## src/rtl/standoff_pkg.sv

```systemverilog
// Shared encodings for the standoff game: player actions, sequencer states and winner codes.
// Also holds the per-round rules used by the sequencer (downgrade, ammo update, outcome).
package standoff_pkg;

    localparam int unsigned ACT_W  = 3;
    localparam int unsigned AMMO_W = 2;
    localparam int unsigned CNT_W  = 8;
    localparam int unsigned WIN_W  = 2;
    localparam int unsigned ST_W   = 3;

    localparam logic [ACT_W-1:0] ACT_SHOOT  = 3'b100;
    localparam logic [ACT_W-1:0] ACT_RELOAD = 3'b010;
    localparam logic [ACT_W-1:0] ACT_DUCK   = 3'b001;
    localparam logic [ACT_W-1:0] ACT_NONE   = 3'b000;

    typedef enum logic [ST_W-1:0] {
        ST_IDLE      = 3'd0,
        ST_COLLECT   = 3'd1,
        ST_RESOLVE   = 3'd2,
        ST_REVEAL    = 3'd3,
        ST_GAME_OVER = 3'd4
    } state_e;

    localparam logic [WIN_W-1:0] WIN_NONE = 2'b00;
    localparam logic [WIN_W-1:0] WIN_P1   = 2'b01;
    localparam logic [WIN_W-1:0] WIN_P2   = 2'b10;
    localparam logic [WIN_W-1:0] WIN_BOTH = 2'b11;

    // Only the three real action codes count as a press; 000 and multi-hot codes do not.
    function automatic logic is_action(input logic [ACT_W-1:0] code);
        return (code == ACT_SHOOT) || (code == ACT_RELOAD) || (code == ACT_DUCK);
    endfunction

    // A shot with an empty gun is treated as doing nothing.
    function automatic logic [ACT_W-1:0] effective_action(input logic [ACT_W-1:0]  act,
                                                          input logic [AMMO_W-1:0] ammo);
        logic [ACT_W-1:0] eff;
        eff = act;
        if (act == ACT_SHOOT && ammo == '0) begin
            eff = ACT_NONE;
        end
        return eff;
    endfunction

    function automatic logic [AMMO_W-1:0] next_ammo(input logic [ACT_W-1:0]  eff,
                                                    input logic [AMMO_W-1:0] ammo,
                                                    input logic [AMMO_W-1:0] max_ammo);
        logic [AMMO_W-1:0] res;
        res = ammo;
        if (eff == ACT_SHOOT) begin
            res = ammo - AMMO_W'(1);
        end else if (eff == ACT_RELOAD && ammo < max_ammo) begin
            res = ammo + AMMO_W'(1);
        end
        return res;
    endfunction

    function automatic logic [WIN_W-1:0] round_winner(input logic [ACT_W-1:0] eff_p1,
                                                      input logic [ACT_W-1:0] eff_p2);
        logic [WIN_W-1:0] win;
        win = WIN_NONE;
        if (eff_p1 == ACT_SHOOT && eff_p2 == ACT_SHOOT) begin
            win = WIN_BOTH;
        end else if (eff_p1 == ACT_SHOOT) begin
            win = (eff_p2 == ACT_DUCK) ? WIN_NONE : WIN_P1;
        end else if (eff_p2 == ACT_SHOOT) begin
            win = (eff_p1 == ACT_DUCK) ? WIN_NONE : WIN_P2;
        end
        return win;
    endfunction

endpackage

```

## src/rtl/standoff_press_latch.sv

```systemverilog
// Per-player press detector: registers the previous choice sample and latches the first
// fresh one-hot action while enabled; held until cleared for the next round.
module standoff_press_latch
    import standoff_pkg::*;
(
    input  logic             clk,
    input  logic             reset,
    input  logic             en_i,
    input  logic             clr_i,
    input  logic [ACT_W-1:0] choice_i,
    output logic             locked_o,
    output logic [ACT_W-1:0] act_o
);

    logic [ACT_W-1:0] prev_q;
    logic [ACT_W-1:0] act_q;
    logic             locked_q;
    logic             new_press_c;

    // A held key is not a new press; the code must change to count again.
    assign new_press_c = is_action(choice_i) && (choice_i != prev_q);

    always_ff @(posedge clk) begin
        if (reset) begin
            prev_q   <= ACT_NONE;
            act_q    <= ACT_NONE;
            locked_q <= 1'b0;
        end else begin
            prev_q <= choice_i;
            if (clr_i) begin
                act_q    <= ACT_NONE;
                locked_q <= 1'b0;
            end else if (en_i && !locked_q && new_press_c) begin
                act_q    <= choice_i;
                locked_q <= 1'b1;
            end
        end
    end

    assign locked_o = locked_q;
    assign act_o    = act_q;

endmodule

```

## src/rtl/standoff_round_ctrl.sv

```systemverilog
// Round sequencer for the two-player standoff game: collects both choices within a window,
// resolves the round, tracks ammo, holds a reveal phase and declares the game winner.
module standoff_round_ctrl
    import standoff_pkg::*;
#(
    parameter int unsigned ROUND_CYCLES  = 100_000_000,
    parameter int unsigned REVEAL_CYCLES = 50_000_000,
    parameter int unsigned MAX_AMMO      = 3,
    parameter int unsigned START_AMMO    = 1
) (
    input  logic              clk,
    input  logic              reset,
    input  logic              start,
    input  logic [ACT_W-1:0]  choicep1,
    input  logic [ACT_W-1:0]  choicep2,
    output logic [ST_W-1:0]   state_o,
    output logic              locked_p1,
    output logic              locked_p2,
    output logic [ACT_W-1:0]  last_p1,
    output logic [ACT_W-1:0]  last_p2,
    output logic [AMMO_W-1:0] ammo_p1,
    output logic [AMMO_W-1:0] ammo_p2,
    output logic [CNT_W-1:0]  round_cnt,
    output logic              result_valid,
    output logic [WIN_W-1:0]  winner,
    output logic              game_over
);

    localparam int unsigned TIMER_MAX = (ROUND_CYCLES > REVEAL_CYCLES) ? ROUND_CYCLES
                                                                       : REVEAL_CYCLES;
    localparam int unsigned TIMER_W   = (TIMER_MAX > 2) ? $clog2(TIMER_MAX) : 1;

    localparam logic [TIMER_W-1:0] ROUND_LAST  = TIMER_W'(ROUND_CYCLES - 1);
    localparam logic [TIMER_W-1:0] REVEAL_LAST = TIMER_W'(REVEAL_CYCLES - 1);
    localparam logic [AMMO_W-1:0]  AMMO_MAX    = AMMO_W'(MAX_AMMO);
    localparam logic [AMMO_W-1:0]  AMMO_START  = AMMO_W'(START_AMMO);

    state_e             state_q;
    logic [TIMER_W-1:0] timer_q;
    logic [ACT_W-1:0]   last_p1_q;
    logic [ACT_W-1:0]   last_p2_q;
    logic [AMMO_W-1:0]  ammo_p1_q;
    logic [AMMO_W-1:0]  ammo_p2_q;
    logic [CNT_W-1:0]   round_cnt_q;
    logic               result_valid_q;
    logic [WIN_W-1:0]   winner_q;
    logic               game_over_q;

    logic               lock_p1_c;
    logic               lock_p2_c;
    logic [ACT_W-1:0]   act_p1_c;
    logic [ACT_W-1:0]   act_p2_c;
    logic [ACT_W-1:0]   eff_p1_c;
    logic [ACT_W-1:0]   eff_p2_c;
    logic [AMMO_W-1:0]  ammo_p1_d;
    logic [AMMO_W-1:0]  ammo_p2_d;
    logic [WIN_W-1:0]   winner_d;
    logic               game_start_c;
    logic               reveal_done_c;
    logic               collect_en_c;
    logic               lock_clr_c;

    assign game_start_c  = ((state_q == ST_IDLE) || (state_q == ST_GAME_OVER)) && start;
    assign reveal_done_c = (state_q == ST_REVEAL) && (timer_q == REVEAL_LAST);
    assign collect_en_c  = (state_q == ST_COLLECT);
    assign lock_clr_c    = game_start_c || reveal_done_c;

    standoff_press_latch u_latch_p1 (
        .clk      (clk),
        .reset    (reset),
        .en_i     (collect_en_c),
        .clr_i    (lock_clr_c),
        .choice_i (choicep1),
        .locked_o (lock_p1_c),
        .act_o    (act_p1_c)
    );

    standoff_press_latch u_latch_p2 (
        .clk      (clk),
        .reset    (reset),
        .en_i     (collect_en_c),
        .clr_i    (lock_clr_c),
        .choice_i (choicep2),
        .locked_o (lock_p2_c),
        .act_o    (act_p2_c)
    );

    // Unlocked players carry ACT_NONE out of the latch, so only the empty-gun downgrade remains.
    assign eff_p1_c  = effective_action(act_p1_c, ammo_p1_q);
    assign eff_p2_c  = effective_action(act_p2_c, ammo_p2_q);
    assign ammo_p1_d = next_ammo(eff_p1_c, ammo_p1_q, AMMO_MAX);
    assign ammo_p2_d = next_ammo(eff_p2_c, ammo_p2_q, AMMO_MAX);
    assign winner_d  = round_winner(eff_p1_c, eff_p2_c);

    always_ff @(posedge clk) begin
        if (reset) begin
            state_q        <= ST_IDLE;
            timer_q        <= '0;
            last_p1_q      <= ACT_NONE;
            last_p2_q      <= ACT_NONE;
            ammo_p1_q      <= '0;
            ammo_p2_q      <= '0;
            round_cnt_q    <= '0;
            result_valid_q <= 1'b0;
            winner_q       <= WIN_NONE;
            game_over_q    <= 1'b0;
        end else begin
            result_valid_q <= 1'b0;
            case (state_q)
                ST_IDLE, ST_GAME_OVER: begin
                    if (start) begin
                        state_q     <= ST_COLLECT;
                        timer_q     <= '0;
                        ammo_p1_q   <= AMMO_START;
                        ammo_p2_q   <= AMMO_START;
                        round_cnt_q <= '0;
                        winner_q    <= WIN_NONE;
                        game_over_q <= 1'b0;
                    end
                end
                ST_COLLECT: begin
                    // A lock landing on the expiry edge is already in the latch when RESOLVE reads it.
                    if ((lock_p1_c && lock_p2_c) || (timer_q == ROUND_LAST)) begin
                        state_q <= ST_RESOLVE;
                        timer_q <= '0;
                    end else begin
                        timer_q <= timer_q + TIMER_W'(1);
                    end
                end
                ST_RESOLVE: begin
                    last_p1_q      <= eff_p1_c;
                    last_p2_q      <= eff_p2_c;
                    ammo_p1_q      <= ammo_p1_d;
                    ammo_p2_q      <= ammo_p2_d;
                    winner_q       <= winner_d;
                    round_cnt_q    <= round_cnt_q + CNT_W'(1);
                    result_valid_q <= 1'b1;
                    timer_q        <= '0;
                    if (winner_d == WIN_NONE) begin
                        state_q <= ST_REVEAL;
                    end else begin
                        state_q     <= ST_GAME_OVER;
                        game_over_q <= 1'b1;
                    end
                end
                ST_REVEAL: begin
                    if (reveal_done_c) begin
                        state_q <= ST_COLLECT;
                        timer_q <= '0;
                    end else begin
                        timer_q <= timer_q + TIMER_W'(1);
                    end
                end
                default: begin
                    state_q <= ST_IDLE;
                    timer_q <= '0;
                end
            endcase
        end
    end

    assign state_o      = state_q;
    assign locked_p1    = lock_p1_c;
    assign locked_p2    = lock_p2_c;
    assign last_p1      = last_p1_q;
    assign last_p2      = last_p2_q;
    assign ammo_p1      = ammo_p1_q;
    assign ammo_p2      = ammo_p2_q;
    assign round_cnt    = round_cnt_q;
    assign result_valid = result_valid_q;
    assign winner       = winner_q;
    assign game_over    = game_over_q;

endmodule

```

## config.mk

```make
export PLATFORM = sky130hd
export DESIGN_NAME = standoff_round_ctrl
export DESIGN_NICKNAME = d
export VERILOG_FILES = /design/src/rtl/standoff_pkg.sv /design/src/rtl/standoff_press_latch.sv /design/src/rtl/standoff_round_ctrl.sv
export SDC_FILE = /design/constraint.sdc
export NUM_CORES = 1
export LEC_CHECK = 0
export BUFFER_PORTS_ARGS = -buffer_cell sky130_fd_sc_hd__buf_2
export CORE_ASPECT_RATIO = 1.25
export CORE_MARGIN = 3
export CORE_UTILIZATION = 60
export CTS_BUF_LIST = sky130_fd_sc_hd__clkbuf_8 sky130_fd_sc_hd__clkbuf_16
export DETAILED_ROUTE_END_ITERATION = 6
export GPL_ROUTABILITY_DRIVEN = 1
export PLACE_DENSITY = 0.78
export SLEW_MARGIN = 10
export SYNTH_ARGS = -nofsm -noshare
export SYNTH_HDL_FRONTEND = slang
export SYNTH_SLANG_ARGS = --single-unit
```

## constraint.sdc

```tcl
create_clock -name clk -period 3.7 [get_ports clk]
set_clock_uncertainty 0.15 [all_clocks]
set_input_delay 0.37 -clock clk [delete_from_list [all_inputs] [get_ports clk]]
set_output_delay 0.37 -clock clk [all_outputs]
set_load 0.01 [all_outputs]
```

* Yosys cells after proc, flatten, opt, wreduce, memory -nomap -nowiden
Cells that the tools add are included.
** Word-level totals
- Flip-flop bits (word level) :: 66
- Bits in latches :: 0
- RAM bits :: 0
- Memory bits (read-only) :: 0
- Output and inout bits :: 27
- Memories :: 0
** Operators by class
- $add $sub $neg :: 6
- $mul :: 0
- Div/mod/pow operators :: 0
- Order comparisons :: 2
- Equality and inequality tests :: 28
- Shifts and indexed selects :: 0
- Muxes and demuxes :: 31
- Bitwise gates (word level) :: 0
- Reduce and logical (&&, ||, !) cells :: 35
** Operator list (count)
- 2-to-1 mux 27 bit :: 3
- one-hot mux 27 bit (3 select lines) :: 1
- adder 27 x 1 -> 27 bit (second input constant) :: 1
- == test 27 x 26 -> 1 bit (second input constant) :: 1
- == test 27 bit (second input constant) :: 1
- == test 3 bit (second input constant) :: 7
- 2-to-1 mux 2 bit :: 10
- == test 3 x 2 -> 1 bit (second input constant) :: 6
- 2-to-1 mux 3 bit :: 6
- one-hot mux 8 bit (2 select lines) :: 1
- == test 3 x 1 -> 1 bit (second input constant) :: 5
- logical AND 1 bit :: 14
- one-hot mux 2 bit (2 select lines) :: 3
- one-hot mux 3 bit (4 select lines) :: 1
- AND reduction 3 bit :: 4
- adder 8 x 1 -> 8 bit (second input constant) :: 1
- 2-to-1 mux 8 bit :: 1
- != test 2 bit (second input constant) :: 4
- logical OR 1 bit :: 7
- zero test 2 bit :: 3
- != test 3 bit :: 2
- != test 3 bit (second input constant) :: 2
- adder 2 x 1 -> 2 bit (second input constant) :: 2
- < comparator 2 bit (second input constant) :: 2
- other kinds (8) :: 14

* Depth between registers and ports, before layout
Gate-level depths: netlist of run 1.
- Depth in word-level cells :: 11
- Gate-level depth with buffers :: 10
- Mapped depth without buffers :: 7

* Cells and area by module
Synthesis of run 1 repeated with hierarchy kept, for this count alone.
** Unflattened totals
- Cell total of the unflattened synthesis :: 414
- Area total of the unflattened synthesis :: 3408.3 sq um
** By module, submodules not included
- standoff_round_ctrl :: times used 1, cells each 354, area each 2830.2 sq um
- standoff_press_latch :: times used 2, cells each 30, area each 289.0 sq um

* Worst setup path after synthesis of run 1
Ideal clock, no wire load.
- Path kind :: register to register
- Start point :: register timer_q[0]
- End point :: register timer_q[21]
- Arrival :: 1982 ps
- Setup slack :: 1451 ps
- Cell stages (with the launch flop) :: 10
- Buffers on the path :: 2
- Path through :: dfxtp_1 > ha_1 > and2_1 > clkbuf_1 > nand2_1 > o31ai_4 > a21oi_2 > buf_6 > a21o_1 > a22o_1
** On the way
- Word-level cells in the longest chain between the ends :: 4
- Elaborated cells between the ends (all ways) :: 8
- Those cells by class :: 1 x add/sub; 2 x eq/ne; 3 x mux; 2 x reduce/logical
** Ends and longest elaborated chain
- from (decl) :: RTL line standoff_round_ctrl.sv:39 : logic [TIMER_W-1:0] timer_q;
- from (signal assigned) :: RTL line standoff_round_ctrl.sv:127 : timer_q <= timer_q + TIMER_W'(1);
- from (signal assigned) :: RTL line standoff_round_ctrl.sv:151 : timer_q <= timer_q + TIMER_W'(1);
- parallel branches: the longest is 3 deep, another holds adder 27 x 1 -> 27 bit
- one-hot mux 27 bit (3 select lines) * :: RTL line standoff_round_ctrl.sv:109 : case (state_q)
Every way passes the cells marked *.
A chain may end at the register's enable or synchronous reset.

* Final worst setup path of run 1
- Start point :: register timer_q[0]
- End point :: register timer_q[24]
The elaborated chain is that of the path after synthesis.

==> out/qor.csv, run 1 <==
stage;metric;value;unit
run_status;status;finished, final reports clean;
clock_network;CTS max path bufs;2;
clock_network;Clock Latency Late Sink;0.35;ns
global_route;initial antenna violation count;0;
cells_and_area;most frequent cells in the layout;dfxtp_1, nor2_1, nand2_1;
setup_path;Critical Path RT;3.79;ns
placed_design;IO Port Bufs;35;
setup_path;Setup CP Type;reg -> reg;
clock_network;H-tree levels;3;
cells_and_area;Area growth, synth to finish;11.17;%
timing;Max Transition Viols Final;0;
synthesis;Synth Register Bits;66;
global_route;Congestion Overflow GR;0;
die;Die H;88.82;µm
cells_and_area;Fill cells;430;
clock_network;Inserted Clock Buffers;9;
drt;drt pass-1 iters;5;
setup_path;Startpoint Class;register;
power_and_ir_drop;worst vdd ir;312.5;µV
die;Die ar.;0.006417;mm²
clock_network;Clock Sinks;66;
drt;final antenna-violating net count;0;
synthesis;Yosys cell types;52;
synthesis;part of the Yosys area used for sequential elements;40.14;%
global_route;pin count of the biggest net entering global routing;30;
timing;RSZ-0062 raised after global routing;false;
cells_and_area;commonest non-fill, non-tap cell in the layout;dfxtp_1;
die;num rows;29;
synthesis;Most used DFF post-synth;dfxtp_1;
min_path;Hold/Removal Path Class;in -> reg;
drt;DRC Markers;0;
power_and_ir_drop;Tot Pwr;1.759;mW
synthesis;Mapped Cells;405;
clock_network;Post-CTS Setup Bufs;0;
power_and_ir_drop;PD cells;480.5;mW/mm²
power_and_ir_drop;leakage power;1.365;nW
synthesis;post-synth net total;416;
clock_network;Worst-path clk slew;0.07;ns
placed_design;DP Wirelength;5660;µm
cells_and_area;Final nets;445;
run;MaxCap Viol Count;0;
setup_path;crit path max fanout;21;
setup_path;endpoint class of the critical path;register;
setup_path;crit path DAT;2.69;ns
drt;WL per Instance;15.77;µm
synthesis;asr flop ratio synth;0;%
drt;Routed WL;7901;µm
clock_network;TritonCTS clock tree;yes;
clock_network;CTS resizes;0;
drt;DR iter-0 viols;204;
die;core area;0.005189;mm²
timing;final setup vio count;0;
synthesis;Ys Warns;0;
cells_and_area;# diodes;0;
placed_design;GP Congestion;0.8892;
synthesis;Post-synth EDFFs;0;
global_route;Total GRT Usage;26.45;%
clock_network;Hold Buf Count CTS;0;
die;Initial Util;63.44;%
drt;vias;3080;
timing;Final period util;70.27;%
timing;Setup Total Neg Slack;0;ns
global_route;vias in the first global route;2912;
timing;worst-margin pin slew;0.9292;ns
timing;final hold viol count;0;
synthesis;synthesized cell area;0.003292;mm²
global_route;first-pass GRT wire length;13320;µm
timing;fmax;384.6;MHz
die;I/O pins;36;
timing;min Tclk post-route;2.600;ns
synthesis;Avg Cell Area, Syn;8.128;µm²
clock_network;clock root cell;clkbuf_8;
drt;Avg Vias per Cell;6.148;
timing;slew margin rel.;38.05;%
cells_and_area;layout cells sized above 1;15.26;%
die;Die W;72.25;µm
==> flip-flops by register name (all words and copies together), names as in the netlist <==
name	flops
timer_q	27
round_cnt	8
last_p1	3
last_p2	3
state_o	3
u_latch_p1.act_o	3
u_latch_p1.prev_q	3
u_latch_p2.act_o	3
u_latch_p2.prev_q	3
ammo_p1	2
ammo_p2	2
winner	2
game_over	1
result_valid	1
u_latch_p1.locked_o	1
u_latch_p2.locked_o	1
==> metrics by stage <==
stage	worst slack [ns]	hold WS (ns)	util (%)	std cells	cell area, µm²
final	1.100	0.1452	70.53	501	3660
after global routing	0.9286	0.1438	70.53	501	3660
after CTS	1.139	0.1380	70.53	501	3660
after detailed placement	1.159	0.2927	66.96	485	3475
after global placement	1.196	0.2905	66.96	485	3475
after floorplan	1.451	0.3100	-	405	3292
==> routing by layer <==
metal / GRT usage [%] / part of all wire (%) / vias to the layer above
li1: - / - / 1541
met1: 30.93 / 42 / 1419
met2: 43.41 / 50 / 99
met3: 5.682 / 5.0 / 21
met4: 17.44 / 2.9 / 0
met5: 0 / 0 / -
==> Yosys cell counts (6+ instances only) <==
cell type	count	share of area [%]
nor2_1	48	5.5
a21oi_1	35	5.3
nand4_1	10	1.9
a31oi_1	8	1.5
nand3_1	24	3.6
o21ai_0	18	2.7
nor3_1	6	0.91
nor2b_1	8	1.5
nand2_1	44	5.0
dfxtp_1	66	40
inv_1	7	0.80
and3_1	7	1.3
clkbuf_1	16	1.8
or4_1	8	1.8
mux2i_1	6	1.8
a211oi_1	6	1.4
or3_1	7	1.3
==> area by class of cell <==
type                            instances  area [µm²]  share of cell area [%]
Multi-Input combinational cell        312        1852                   50.60
Sequential cell                        66        1321                   36.10
Timing Repair Buffer                   38       197.7                   5.402
Clock buffer                            9       123.9                   3.385
Tap cell                               62       77.57                   2.120
Clock inverter                          7       61.31                   1.675
Inverter                                7       26.28                  0.7179
==> report_power, final <==
part           internal (mW)  leakage [nW]  total (mW)  switching [mW]
Combinational          0.133         0.730       0.389           0.257
Sequential             0.743         0.535       0.791          0.0479
Clock                  0.303         0.100       0.578           0.274
Total                   1.18          1.36        1.76           0.579
==> worst max-delay path, stage by stage (launching register included) <==
cell     delay (ns)
dfxtp_1        0.39
ha_1           0.23
and2_1         0.29
nand2_1        0.18
o31ai_4        0.41
a21oi_2        0.32
and3_1         0.27
a221o_1        0.25
==> path summary, 6_finish.rpt <==
check / from / to / slack, ns / depth (start not counted)
setup / recovery: timer_q[0]$_SDFFE_PP0P_ / timer_q[24]$_SDFFE_PP0P_ / 1.10 / 7
hold / removal: choicep2[2] / u_latch_p2.prev_q[2]$_SDFF_PP0_ / 0.15 / 2
setup reg to reg: timer_q[0]$_SDFFE_PP0P_ / timer_q[24]$_SDFFE_PP0P_ / 1.10 / 7
hold reg to reg: last_p1[2]$_SDFFE_PP0P_ / last_p1[2]$_SDFFE_PP0P_ / 0.31 / 2
==> kinds of logic after synthesis <==
group / after synthesis / share of synthesized area [%]
and+or+nand+nor: 200 / 32.35
AOI/OAI and AO/OA: 98 / 19.50
DFF: 66 / 40.14
buffers and inverters: 27 / 3.611
muxes: 9 / 2.851
xor gates and xnor gates: 3 / 0.7983
adders and majority gates: 2 / 0.7600
Power figures use the tool's default switching activity.
==> run 2, diff against run 1 <==
--- a/config.mk
+++ b/config.mk
@@ -8,11 +8,11 @@
 export BUFFER_PORTS_ARGS = -buffer_cell sky130_fd_sc_hd__buf_2
 export CORE_ASPECT_RATIO = 1.25
 export CORE_MARGIN = 3
-export CORE_UTILIZATION = 60
+export CORE_UTILIZATION = 58
 export CTS_BUF_LIST = sky130_fd_sc_hd__clkbuf_8 sky130_fd_sc_hd__clkbuf_16
 export DETAILED_ROUTE_END_ITERATION = 6
 export GPL_ROUTABILITY_DRIVEN = 1
-export PLACE_DENSITY = 0.78
+export PLACE_DENSITY = 0.76
 export SLEW_MARGIN = 10
 export SYNTH_ARGS = -nofsm -noshare
 export SYNTH_HDL_FRONTEND = slang
==> constraint.sdc (replaced) <==
create_clock -name clk -period 2.7 [get_ports clk]
set_clock_uncertainty 0.15 [all_clocks]
set_input_delay 0.27 -clock clk [delete_from_list [all_inputs] [get_ports clk]]
set_output_delay 0.27 -clock clk [all_outputs]
set_load 0.01 [all_outputs]
==> run 2 against run 1 <==
  * Via count decreased by 0.42%
  * Largest power group unchanged
  * Flip-flop and latch count unchanged
  * Die area grew 3.2%
  * Fmax up 3.1%
  * Worst hold slack lost 0.11 ns
  * Highest routed layer unchanged
  * Wire length is 0.54% lower
  * Utilization down 2.3 points
==> out/qor.csv, run 2 (same netlist as run 1, synthesis figures left out) <==
stage;metric;value;unit
run_status;status;finished, final reports clean;
global_route;Total GRT Usage;25.17;%
clock_network;Clock Latency Late Sink;0.34;ns
drt;final antenna-violating net count;0;
timing;worst hold slack;0.03802;ns
cells_and_area;commonest non-fill, non-tap cell in the layout;dfxtp_1;
die;Die W;73.39;µm
cells_and_area;register with the most flip-flops;timer_q;
drt;WL per Instance;15.44;µm
clock_network;CTS resizes;0;
placed_design;GP Congestion;0.9403;
placed_design;placed instance area;0.003522;mm²
power_and_ir_drop;worst vdd ir;441.4;µV
cells_and_area;Fill cells;465;
drt;DRC Markers;0;
setup_path;crit path DAT;2.58;ns
cells_and_area;Final nets;451;
placed_design;dpl ws;0.2282;ns
clock_network;H-tree levels;3;
timing;fmax;396.7;MHz
setup_path;worst reg2reg setup slack;0.18;ns
setup_path;Startpoint Class;register;
global_route;Congestion Overflow GR;0;
global_route;first-pass GRT wire length;13380;µm
setup_path;Setup CP Type;reg -> reg;
cells_and_area;Layout Cells excl Fill;509;
die;num rows;30;
drt;metal2 WL;3987;µm
timing;final setup vio count;0;
timing;slew margin rel.;49.66;%
timing;Final period util;93.37;%
timing;min Tclk post-route;2.521;ns
die;Die H;90.23;µm
clock_network;Worst-path clk slew;0.07;ns
drt;DR iter-0 viols;203;
timing;worst-margin pin slew;0.7524;ns
setup_path;Critical Path RT;2.75;ns
cells_and_area;# diodes;0;
global_route;initial antenna violation count;0;
drt;Top Layer Used;met4;
placed_design;DP Wirelength;5485;µm
power_and_ir_drop;PD cells;688.4;mW/mm²
drt;WL met1;3465;µm
clock_network;clock root cell;clkbuf_8;
power_and_ir_drop;Tot Pwr;2.575;mW
clock_network;Hold Buf Count CTS;0;
setup_path;reg2reg path depth;6;
timing;RSZ-0062 raised after global routing;false;
timing;Max Transition Viols Final;0;
drt;drt pass-1 iters;4;
setup_path;crit path max fanout;8;
clock_network;Post-CTS Setup Bufs;0;
min_path;Hold/Removal Path Class;in -> reg;
drt;vias;3067;
die;I/O pins;36;
setup_path;Worst R2R Start;timer_q[8]$_SDFFE_PP0P_;
placed_design;placed cells;493;
cells_and_area;max FFs per register;27;
run;MaxCap Viol Count;0;
clock_network;Clock Sinks;66;
timing;final hold viol count;0;
timing;final worst setup slack;0.1791;ns
timing;Setup Total Neg Slack;0;ns
drt;Routed WL;7858;µm
clock_network;CTS max path bufs;2;
cells_and_area;post-layout util;68.26;%
placed_design;IO Port Bufs;35;
power_and_ir_drop;leakage power;1.408;nW
die;Die ar.;0.006622;mm²
drt;DR WL met3;222;µm
cells_and_area;Area growth, synth to finish;13.65;%
cells_and_area;most frequent cells in the layout;dfxtp_1, nor2_1, nand2_1;
cells_and_area;Final Instance Area;0.003741;mm²
clock_network;Inserted Clock Buffers;9;
die;Initial Util;60.07;%
setup_path;Critical Path Start;timer_q[8]$_SDFFE_PP0P_;
cells_and_area;layout cells sized above 1;16.40;%
die;core area;0.005480;mm²
setup_path;worst setup path end;timer_q[14]$_SDFFE_PP0P_;
global_route;vias in the first global route;2922;
clock_network;TritonCTS clock tree;yes;
drt;Avg Vias per Cell;6.026;
setup_path;endpoint class of the critical path;register;
setup_path;Reg2Reg Capture Point;timer_q[14]$_SDFFE_PP0P_;
global_route;pin count of the biggest net entering global routing;51;
==> run 2: changes by cell type in the layout (fill, tap and decap cells not counted), sizes merged <==
cell,delta
buf,+6
clkinv,-2
bufinv,+1
clkbuf,+1
==> run 2: area by class of cell <==
cell class | instances | area, µm² | area share (%)
Sequential cell | 66 | 1321 | 35.32
Clock buffer | 10 | 137.6 | 3.679
Clock inverter | 6 | 81.33 | 2.174
Tap cell | 64 | 80.08 | 2.140
Timing Repair Buffer | 44 | 242.7 | 6.488
Multi-Input combinational cell | 312 | 1852 | 49.50
Inverter | 7 | 26.28 | 0.7023
==> run 2: how the worst min path moves through the flow <==
| stage | startpoint | endpoint | slack (ns) | depth (start not counted) |
|---|---|---|---|---|
| floorplan | choicep1[0] | u_latch_p1.prev_q[0]$_SDFF_PP0_ | 0.25 | 1 |
| global placement | last_p2[2]$_SDFFE_PP0P_ | last_p2[2]$_SDFFE_PP0P_ | 0.29 | 2 |
| global route | choicep2[2] | u_latch_p2.prev_q[2]$_SDFF_PP0_ | 0.06 | 2 |
| finish | choicep1[2] | u_latch_p1.prev_q[2]$_SDFF_PP0_ | 0.04 | 2 |
| detailed placement | last_p2[2]$_SDFFE_PP0P_ | last_p2[2]$_SDFFE_PP0P_ | 0.29 | 2 |
| CTS | choicep1[2] | u_latch_p1.prev_q[2]$_SDFF_PP0_ | 0.04 | 2 |
==> run 2: metal layers <==
layer / up-vias / track usage [%]
li1: 1559 / -
met1: 1443 / 30.49
met2: 52 / 42.76
met3: 13 / 3.691
met4: 0 / 11.63
met5: - / 0
==> run 2: worst max-delay path: stages (launching register included) <==
cell,delay (ns)
dfxtp_1,0.36
nor4_1,0.35
nand4_1,0.31
o31ai_4,0.49
nand3_1,0.39
o311ai_0,0.23
a21oi_1,0.11
==> run 2: where the power goes <==
part	leakage [nW]	switching, mW	internal (mW)	total (mW)
Clock	0.113	0.384	0.539	0.923
Sequential	0.535	0.0647	1.02	1.08
Combinational	0.760	0.365	0.204	0.570
Total	1.41	0.814	1.76	2.58
